`src/rtl/uart_pkg.sv`:
```
// Shared UART definitions: parity modes, receiver state encoding and the
// clocks-per-bit legality rule used by both the receiver and transmitter.
package uart_pkg;

  localparam int PAR_NONE = 0;
  localparam int PAR_ODD  = 1;
  localparam int PAR_EVEN = 2;

  localparam int MIN_CLKS_PER_BIT = 8;

  typedef enum logic [2:0] {
    sIDLE,
    sSTART,
    sDATA,
    sPARITY,
    sSTOP,
    sDONE,
    sBRK_WAIT
  } rxState_t;

  // Three samples around mid-bit need enough clocks per bit to stay clear of edges.
  function automatic bit clksPerBitOk(input int clksPerBit);
    return clksPerBit >= MIN_CLKS_PER_BIT;
  endfunction

endpackage

```
`src/rtl/uart_rx_sampler.sv`:
```
// Line synchroniser plus three-sample majority vote taken around mid-bit,
// timed by the bit counter owned by the receiver FSM.
module uart_rx_sampler #(
  parameter int CLKS_PER_BIT = 16,
  parameter int CW           = $clog2(CLKS_PER_BIT) + 1
) (
  input  logic          iClk,
  input  logic          iRst,
  input  logic          iRxSerial,
  input  logic          iSampleEn,
  input  logic [CW-1:0] iCnt,
  output logic          oRxS,
  output logic          oBit,
  output logic          oBitValid
);

  localparam int M = CLKS_PER_BIT / 2;
  localparam logic [CW-1:0] CNT_S0  = CW'(M - 1);
  localparam logic [CW-1:0] CNT_S1  = CW'(M);
  localparam logic [CW-1:0] CNT_DEC = CW'(M + 1);

  logic syncMeta;
  logic syncOut;
  logic samp0;
  logic samp1;

  always_ff @(posedge iClk or posedge iRst) begin
    if (iRst) begin
      syncMeta <= 1'b1;
      syncOut  <= 1'b1;
    end else begin
      syncMeta <= iRxSerial;
      syncOut  <= syncMeta;
    end
  end

  always_ff @(posedge iClk or posedge iRst) begin
    if (iRst) begin
      samp0 <= 1'b1;
      samp1 <= 1'b1;
    end else begin
      if (iSampleEn && (iCnt == CNT_S0)) samp0 <= syncOut;
      if (iSampleEn && (iCnt == CNT_S1)) samp1 <= syncOut;
    end
  end

  // The third sample is the live synchronised line at the decision count.
  assign oRxS      = syncOut;
  assign oBit      = (samp0 & samp1) | (samp0 & syncOut) | (samp1 & syncOut);
  assign oBitValid = iSampleEn && (iCnt == CNT_DEC);

endmodule

```
`src/rtl/uart_rx_cfg.sv`:
```
// Configurable UART receiver: DATA_BITS data, optional odd/even parity,
// one or two stop bits, with framing, parity and break reporting.
module uart_rx_cfg
  import uart_pkg::*;
#(
  parameter int CLK_FREQ     = 125_000_000,
  parameter int BAUD_RATE    = 115_200,
  parameter int CLKS_PER_BIT = CLK_FREQ / BAUD_RATE,
  parameter int DATA_BITS    = 8,
  parameter int PARITY       = 0,
  parameter int STOP_BITS    = 1
) (
  input  logic                 iClk,
  input  logic                 iRst,
  input  logic                 iRxSerial,
  output logic [DATA_BITS-1:0] oRxData,
  output logic                 oRxValid,
  output logic                 oParityErr,
  output logic                 oFrameErr,
  output logic                 oBreak,
  output logic                 oBusy
);

  localparam int CW = $clog2(CLKS_PER_BIT) + 1;
  localparam int IW = $clog2(DATA_BITS + 1);
  localparam logic [CW-1:0] CNT_LAST      = CW'(CLKS_PER_BIT - 1);
  localparam logic [IW-1:0] IDX_DATA_END  = IW'(DATA_BITS);
  localparam logic [IW-1:0] IDX_STOP_LAST = IW'(STOP_BITS - 1);

  if (!clksPerBitOk(CLKS_PER_BIT)) begin : gBadClksPerBit
    $error("uart_rx_cfg: CLKS_PER_BIT must be at least 8");
  end
  if ((DATA_BITS < 5) || (DATA_BITS > 9)) begin : gBadDataBits
    $error("uart_rx_cfg: DATA_BITS must be 5..9");
  end
  if ((PARITY < PAR_NONE) || (PARITY > PAR_EVEN)) begin : gBadParity
    $error("uart_rx_cfg: PARITY must be 0, 1 or 2");
  end
  if ((STOP_BITS < 1) || (STOP_BITS > 2)) begin : gBadStopBits
    $error("uart_rx_cfg: STOP_BITS must be 1 or 2");
  end

  rxState_t state;
  rxState_t stateNext;

  logic [CW-1:0]        cnt;
  logic [IW-1:0]        idx;
  logic [DATA_BITS-1:0] shReg;
  logic                 parAcc;
  logic                 anyOne;
  logic                 frmErr;

  logic rxS;
  logic bitVal;
  logic bitValid;
  logic sampleEn;
  logic cntWrap;
  logic parErr;
  logic doneFe;
  logic doneBrk;

  assign sampleEn = (state == sSTART) || (state == sDATA) ||
                    (state == sPARITY) || (state == sSTOP);
  assign cntWrap  = (cnt == CNT_LAST);
  assign oBusy    = (state != sIDLE);

  uart_rx_sampler #(
    .CLKS_PER_BIT(CLKS_PER_BIT),
    .CW          (CW)
  ) uSampler (
    .iClk     (iClk),
    .iRst     (iRst),
    .iRxSerial(iRxSerial),
    .iSampleEn(sampleEn),
    .iCnt     (cnt),
    .oRxS     (rxS),
    .oBit     (bitVal),
    .oBitValid(bitValid)
  );

  always_ff @(posedge iClk or posedge iRst) begin
    if (iRst) state <= sIDLE;
    else      state <= stateNext;
  end

  always_comb begin
    stateNext = state;
    case (state)
      sIDLE:     if (!rxS) stateNext = sSTART;
      sSTART: begin
        if (bitValid && bitVal) stateNext = sIDLE;
        else if (cntWrap)       stateNext = sDATA;
      end
      sDATA: begin
        if (cntWrap && (idx == IDX_DATA_END))
          stateNext = (PARITY != PAR_NONE) ? sPARITY : sSTOP;
      end
      sPARITY:   if (cntWrap) stateNext = sSTOP;
      // Leave at the final stop decision to gain half a bit of resync margin.
      sSTOP:     if (bitValid && (idx == IDX_STOP_LAST)) stateNext = sDONE;
      sDONE:     stateNext = oBreak ? sBRK_WAIT : sIDLE;
      sBRK_WAIT: if (rxS && cntWrap) stateNext = sIDLE;
      default:   stateNext = sIDLE;
    endcase
  end

  always_comb begin
    parErr = 1'b0;
    if (PARITY == PAR_ODD)       parErr = ~parAcc;
    else if (PARITY == PAR_EVEN) parErr = parAcc;
  end

  assign doneFe  = frmErr | ~bitVal;
  assign doneBrk = ~anyOne & doneFe;

  // In BRK_WAIT the counter measures consecutive high cycles instead of bit time.
  always_ff @(posedge iClk or posedge iRst) begin
    if (iRst) begin
      cnt <= '0;
    end else begin
      case (state)
        sSTART, sDATA, sPARITY, sSTOP: cnt <= cntWrap ? '0 : cnt + 1'b1;
        sBRK_WAIT:                     cnt <= rxS ? cnt + 1'b1 : '0;
        default:                       cnt <= '0;
      endcase
    end
  end

  always_ff @(posedge iClk or posedge iRst) begin
    if (iRst) begin
      idx        <= '0;
      shReg      <= '0;
      parAcc     <= 1'b0;
      anyOne     <= 1'b0;
      frmErr     <= 1'b0;
      oRxData    <= '0;
      oRxValid   <= 1'b0;
      oParityErr <= 1'b0;
      oFrameErr  <= 1'b0;
      oBreak     <= 1'b0;
    end else begin
      oRxValid <= 1'b0;
      case (state)
        sIDLE: begin
          idx    <= '0;
          parAcc <= 1'b0;
          anyOne <= 1'b0;
          frmErr <= 1'b0;
        end
        sDATA: begin
          if (bitValid) begin
            shReg  <= {bitVal, shReg[DATA_BITS-1:1]};
            idx    <= idx + 1'b1;
            parAcc <= parAcc ^ bitVal;
            anyOne <= anyOne | bitVal;
          end else if (cntWrap && (idx == IDX_DATA_END)) begin
            idx <= '0;
          end
        end
        sPARITY: begin
          if (bitValid) begin
            parAcc <= parAcc ^ bitVal;
            anyOne <= anyOne | bitVal;
          end
        end
        sSTOP: begin
          if (bitValid) begin
            idx <= idx + 1'b1;
            if (!bitVal) frmErr <= 1'b1;
            if (idx == IDX_STOP_LAST) begin
              oRxValid   <= 1'b1;
              oRxData    <= doneBrk ? '0 : shReg;
              oParityErr <= parErr;
              oFrameErr  <= doneFe;
              oBreak     <= doneBrk;
            end
          end
        end
        default: ;
      endcase
    end
  end

endmodule

```
`config.mk`:
```
export PLATFORM = sky130hd
export DESIGN_NAME = uart_rx_cfg
export DESIGN_NICKNAME = d
export VERILOG_FILES = /design/src/rtl/uart_pkg.sv /design/src/rtl/uart_rx_sampler.sv /design/src/rtl/uart_rx_cfg.sv
export SDC_FILE = /design/constraint.sdc
export NUM_CORES = 1
export LEC_CHECK = 0
export ABC_CLOCK_PERIOD_IN_PS = 6400
export BUFFER_PORTS_ARGS = -buffer_cell sky130_fd_sc_hd__buf_4
export CAP_MARGIN = 10
export CORE_ASPECT_RATIO = 1.4
export CORE_UTILIZATION = 50
export CTS_CLUSTER_DIAMETER = 150
export DETAILED_ROUTE_END_ITERATION = 7
export HOLD_SLACK_MARGIN = 0.08
export PLACE_DENSITY = 0.68
export SYNTH_ARGS = -nofsm -noshare
export SYNTH_HDL_FRONTEND = slang
export SYNTH_SLANG_ARGS = --single-unit
```
`constraint.sdc`:
```
create_clock -name iClk -period 6.4 [get_ports iClk]
set_clock_uncertainty 0.15 [all_clocks]
set_input_delay 0.64 -clock iClk [delete_from_list [all_inputs] [get_ports iClk]]
set_output_delay 0.64 -clock iClk [all_outputs]
set_load 0.01 [all_outputs]
```
Word-level counts from Yosys, hierarchy flattened
Cells that the tools add are included.

Output and inout port bits: 13. Logic and storage cells: 96. Register bits: 44. Bits of input ports: 3.

Bitwise logic cells: 10. Reductions and logical operators: 24. Add/subtract/negate cells: 2. Equal/unequal tests: 21. Muxes and demuxes: 25.

Operators by type and width (number): $eq A12 B10 Y1 const B (3); $mux W12 (2); $mux W3 (8); $pmux W12 S2 (1); $pmux W3 S7 (1); $add A12 B1 Y12 const B (1); $eq A12 B11 Y1 const B (1); $mux W4 (3); $pmux W4 S3 (1); $ne A2 B2 Y1 const B (5); $eq A3 B3 Y1 const B (3); $reduce_and A3 Y1 (3); $mux W8 (1); $logic_and A1 B1 Y1 (7); $eq A3 B2 Y1 const B (2); $mux W1 (6); $ne A2 B1 Y1 const B (3); $ne A3 B2 Y1 const B (2); $reduce_and A6 Y1 (1); $reduce_bool A3 Y1 (2); $add A4 B1 Y4 const B (1); $and A1 B1 Y1 (4); $eq A4 B4 Y1 const B (1); $logic_not A4 Y1 (1); other kinds (10) (19).

Depth between registers and ports, before layout
Word-level depth: 8. Gate-level depth with buffers: 8.

Modules after synthesis
A second synthesis with hierarchy kept.

Cells, all modules: 215. Area, all modules: 2262.2 um^2.

Modules (own cells, without submodules): uart_rx_cfg (cells each 200, seq. area each 1001.0 um^2, times used 1, area an instance 2030.7 um^2); uart_rx_sampler (cells each 15, seq. area each 105.1 um^2, times used 1, area an instance 231.5 um^2).

Worst setup path before layout
Ideal clock, no wire load.

Kind: reg-to-reg. From: reg idx[0]. To: reg oRxData[4]. Path slack: 4269 ps. Path buffers: 1. Arrival time: 1863 ps. Cell stages (with the launch flop): 8. Library setup time: 118 ps. Path through: dfrtp_1 -> inv_1 -> ha_1 -> or4b_1 -> or4_4 -> buf_6 -> nand2_1 -> o21ai_2.

Word-level cells in the longest chain between the ends: 2.

RTL lines: from (decl) (RTL line uart_rx_cfg.sv:47) `logic [IW-1:0] idx;`; from (signal assigned) (RTL line uart_rx_cfg.sv:153) `idx <= idx + 1'b1;`; from (signal assigned) (RTL line uart_rx_cfg.sv:168) `idx <= idx + 1'b1;`; $logic_not A4 Y1 (RTL line uart_rx_cfg.sv:170) `if (idx == IDX_STOP_LAST) begin`; $reduce_and A3 Y1 (no source line); to (signal assigned) (RTL line uart_rx_cfg.sv:172) `oRxData <= doneBrk ? '0 : shReg;`; to (decl) (RTL line uart_rx_cfg.sv:16) `output logic [DATA_BITS-1:0] oRxData,`.

No other way between the ends. A chain may end at the register's enable or synchronous reset.

Worst setup path after layout
From: reg cnt[0]. To: reg cnt[2].

Word-level cells in the longest chain between the ends: 3.

RTL lines: from (decl) (RTL line uart_rx_cfg.sv:46) `logic [CW-1:0] cnt;`; from (signal assigned) (RTL line uart_rx_cfg.sv:122) `sSTART, sDATA, sPARITY, sSTOP: cnt <= cntWrap ? '0 : cnt + 1'b1;`; from (signal assigned) (RTL line uart_rx_cfg.sv:123) `sBRK_WAIT: cnt <= rxS ? cnt + 1'b1 : '0;`; $add A12 B1 Y12 or $eq A12 B11 Y1 (tied branches) (RTL line uart_rx_cfg.sv:122, uart_rx_cfg.sv:123, uart_rx_cfg.sv:64); $mux W12, on equally long branches (RTL line uart_rx_cfg.sv:123, uart_rx_cfg.sv:122); $pmux W12 S2 * (RTL line uart_rx_cfg.sv:121) `case (state)`.

Every way passes the cells marked *; elsewhere a longest branch is shown, timed or not.

==> impl_metrics.ini <==
[synth]
ys_seq_area_share_pct = 50.6
ys.flop_type = dfrtp_1
synth.net_count = 217
synth_edf_count = 0
yosys.area.top_type_share_pct = 45.8
yosysUniqueCellTypes = 52
syn_area_um2 = 2190
synth.avg_cell_area_um2 = 10.5
ys_async_sr_fraction_pct = 100
synthTopCellsByArea = dfrtp_1 46%, mux2_2 6.2%, dfstp_2 4.8%
yosysTopAreaCell = dfrtp_1
ys.warnings.count = 0
synth.ff_latch_count = 44
netlist_instances = 208

[sta]
fin_crit_sh_pct = 40.4
final.min_clock_period_ns = 2.59
fin_ws_ns = 3.81
slew_headroom_pct = 34.3
tns_ns = 0
drv_slew = 0
finalSetupViolCount = 0
max_freq_ghz = 0.387
rsz0062_at_grt = false
worst_pin_slew_ns = 0.986
final_hold_viol_count = 0

[power]
switching_share_pct = 19.3
intPower_w = 0.000396
seqPwrFrac_pct = 57.0
switchingPower_w = 0.0000944
clkPwrFrac_pct = 41.5
power_density_nw_per_um2 = 203
combPwrFrac_pct = 1.4
p_leak_nw = 1.12
peakVddDrop_v = 0.000134

[cts]
cts_inserted_buffers = 5
cts_setup_buffers = 0
cts-root-buf = clkbuf_8
ctsHoldBuffers = 0
cts_buffer_depth = 2
cts.clk_slew.worst_paths_ns = 0.08
h-tree-depth = 2
clkLatencyLatePin_ns = 0.29
cts_tree = yes
clock_sinks = 44
cts_resized = 0

[global_routing]
grt_use_total_pct = 19.2
grt_pass1_wl_um = 6840
grt_antenna_before_repair = 0
overflow = 0
grt_max_degree = 28
grt_pass1_vias = 1581

[routing]
vias = 1527
routedWlPerCell_um = 14.4
drt_iter0_markers = 97
drc = 2
drtPass1Iterations = 6
finalWirelength_um = 3850
drtAntennaViolNets = 0
routed_via_density = 5.70

[critical_path]
path_cells = inv_1 > ha_1 > and4b_1 > nand3_1 > mux2_2 > a32oi_1 > nor2_1
slowest_stage = a32oi_1
path_class = reg -> reg
end_kind = flip-flop
critical-path-top-delay-family = compound AO/OA/AOI/OAI gates
crit_buf_inv = 1
start_kind = flip-flop
worst-path-max-fanout = 12
cp.arrival_ns = 2.57
cpPeakStageDelay_ns = 0.75
critPathRequiredTime_ns = 6.38

[floorplanning]
start_util_pct = 52.0
die_x_um = 57.9
core_area_um2 = 4200
io_pins = 16
fp.dieArea_um2 = 4650
die_y_um = 80.3
rows = 28

[cells_and_area]
area_growth_pct = 10.4
fin_cells = 268
layout_common_cells = 40 x dfrtp_1, 27 x nand2_1, 17 x nor2_1
n_antenna_cell = 0
final_common_cell = dfrtp_1
nets = 231
drive_above_1_share_pct = 23.3

[placed_design]
numPlacedInstances = 260
dp_hpwl_um = 2860
gp_congestion = 0.905
numPortBuffers = 14
place_ws_ns = 3.77

[job]
maxCapViolCount = 0

[run_status]
violations = DRC
status = finished, violations left

[hold_path]
min_path_type = reg -> reg
-- per-layer routing --
metal / up-vias / global-route usage, % / wire, um / part of all wire (%)
li1: 751 / - / - / -
met1: 741 / 20.9 / 1550 / 40
met2: 29 / 35.1 / 2120 / 55
met3: 6 / 4.03 / 122 / 3.2
met4: 0 / 8.81 / 53 / 1.4
met5: - / 0 / 0 / 0
-- cell families after synthesis --
kind of cell    count (synthesis)  synth area share [%]
fa+ha+maj                       6                  3.43
other cells                     1                 0.171
flops                          44                  50.6
compound gates                 41                  13.0
simple gates                   74                  18.1
xor+xnor                       11                  4.41
mux                            12                  6.18
buf+inv                        19                  4.18
-- path summary, 6_finish.rpt --
| path | from | cells after the start | end | slack (ns) |
|---|---|---|---|---|
| worst max-delay path | cnt[0]$_DFF_PP0_ | 7 | cnt[2]$_DFF_PP0_ | 3.81 |
| worst min-delay path | uSampler.syncMeta$_DFF_PP1_ | 0 | uSampler.oRxS$_DFF_PP1_ | 0.21 |
| worst max register to register | cnt[0]$_DFF_PP0_ | 7 | cnt[2]$_DFF_PP0_ | 3.81 |
| worst min register to register | uSampler.syncMeta$_DFF_PP1_ | 0 | uSampler.oRxS$_DFF_PP1_ | 0.21 |
| max in group asynchronous | iRst | 3 | oRxData[5]$_DFFE_PP0P_ | 5.02 |
| min in group asynchronous | iRst | 2 | oRxValid$_DFF_PP0_ | 0.29 |
-- cells in the mapped netlist (2+ instances only) --
cell type  instances
clkbuf_1           4
dfrtp_1           40
nand2_1           27
o21ai_2            7
and4b_1            2
mux2_2            12
nor3_1             2
buf_6              2
inv_1             10
a21oi_1            4
o311ai_0           2
a21o_1             2
nor3b_1            2
o21ai_1            4
and3_1             3
dfstp_2            4
xor2_1             8
o21ai_0            9
xnor2_1            3
ha_1               6
nand4_1            2
nand3_1            6
nor2_1            17
and4_1             2
-- worst register-to-register path: stages (launching register included) --
cell,delay [ns]
dfrtp_1,0.44
inv_1,0.11
ha_1,0.16
and4b_1,0.21
nand3_1,0.17
mux2_2,0.31
a32oi_1,0.75
nor2_1,0.13
-- power groups by stage --
stage / Combinational (W) / Clock, W / Sequential [W]
floorplan: 0.00000504 / 0 / 0.000285
CTS: 0.00000751 / 0.000212 / 0.000280
global placement: 0.00000725 / 0 / 0.000285
global route: 0.00000852 / 0.000222 / 0.000280
finish: 0.00000705 / 0.000204 / 0.000280
detailed placement: 0.00000747 / 0 / 0.000285
-- final cells by class --
| cell class | count | area (um2) |
|---|---|---|
| clock buffers | 6 | 72.6 |
| clock inverters | 2 | 35.0 |
| fillers | 367 | 1790 |
| inverters | 11 | 41.3 |
| multi-input cells | 145 | 990 |
| flip-flops and latches | 44 | 1110 |
| well taps | 45 | 56.3 |
| repair buffers | 15 | 113 |
-- sequential cells by signal, summed over array words and instances (netlist names), 3 cells and up --
name     count
cnt         12
oRxData      8
shReg        8
idx          4
state        3
-- metrics by stage --
step | util (%) | hold slack (ns) | area (um2) | power [W]
floorplan | - | 0.195 | 2190 | 0.000290
global placement | 54.9 | 0.202 | 2310 | 0.000292
finish | 57.4 | 0.212 | 2410 | 0.000491
CTS | 57.4 | 0.217 | 2410 | 0.000499
global route | 57.4 | 0.220 | 2410 | 0.000511
detailed placement | 54.9 | 0.199 | 2310 | 0.000293
No activity file was read; power rests on OpenSTA's default activity.
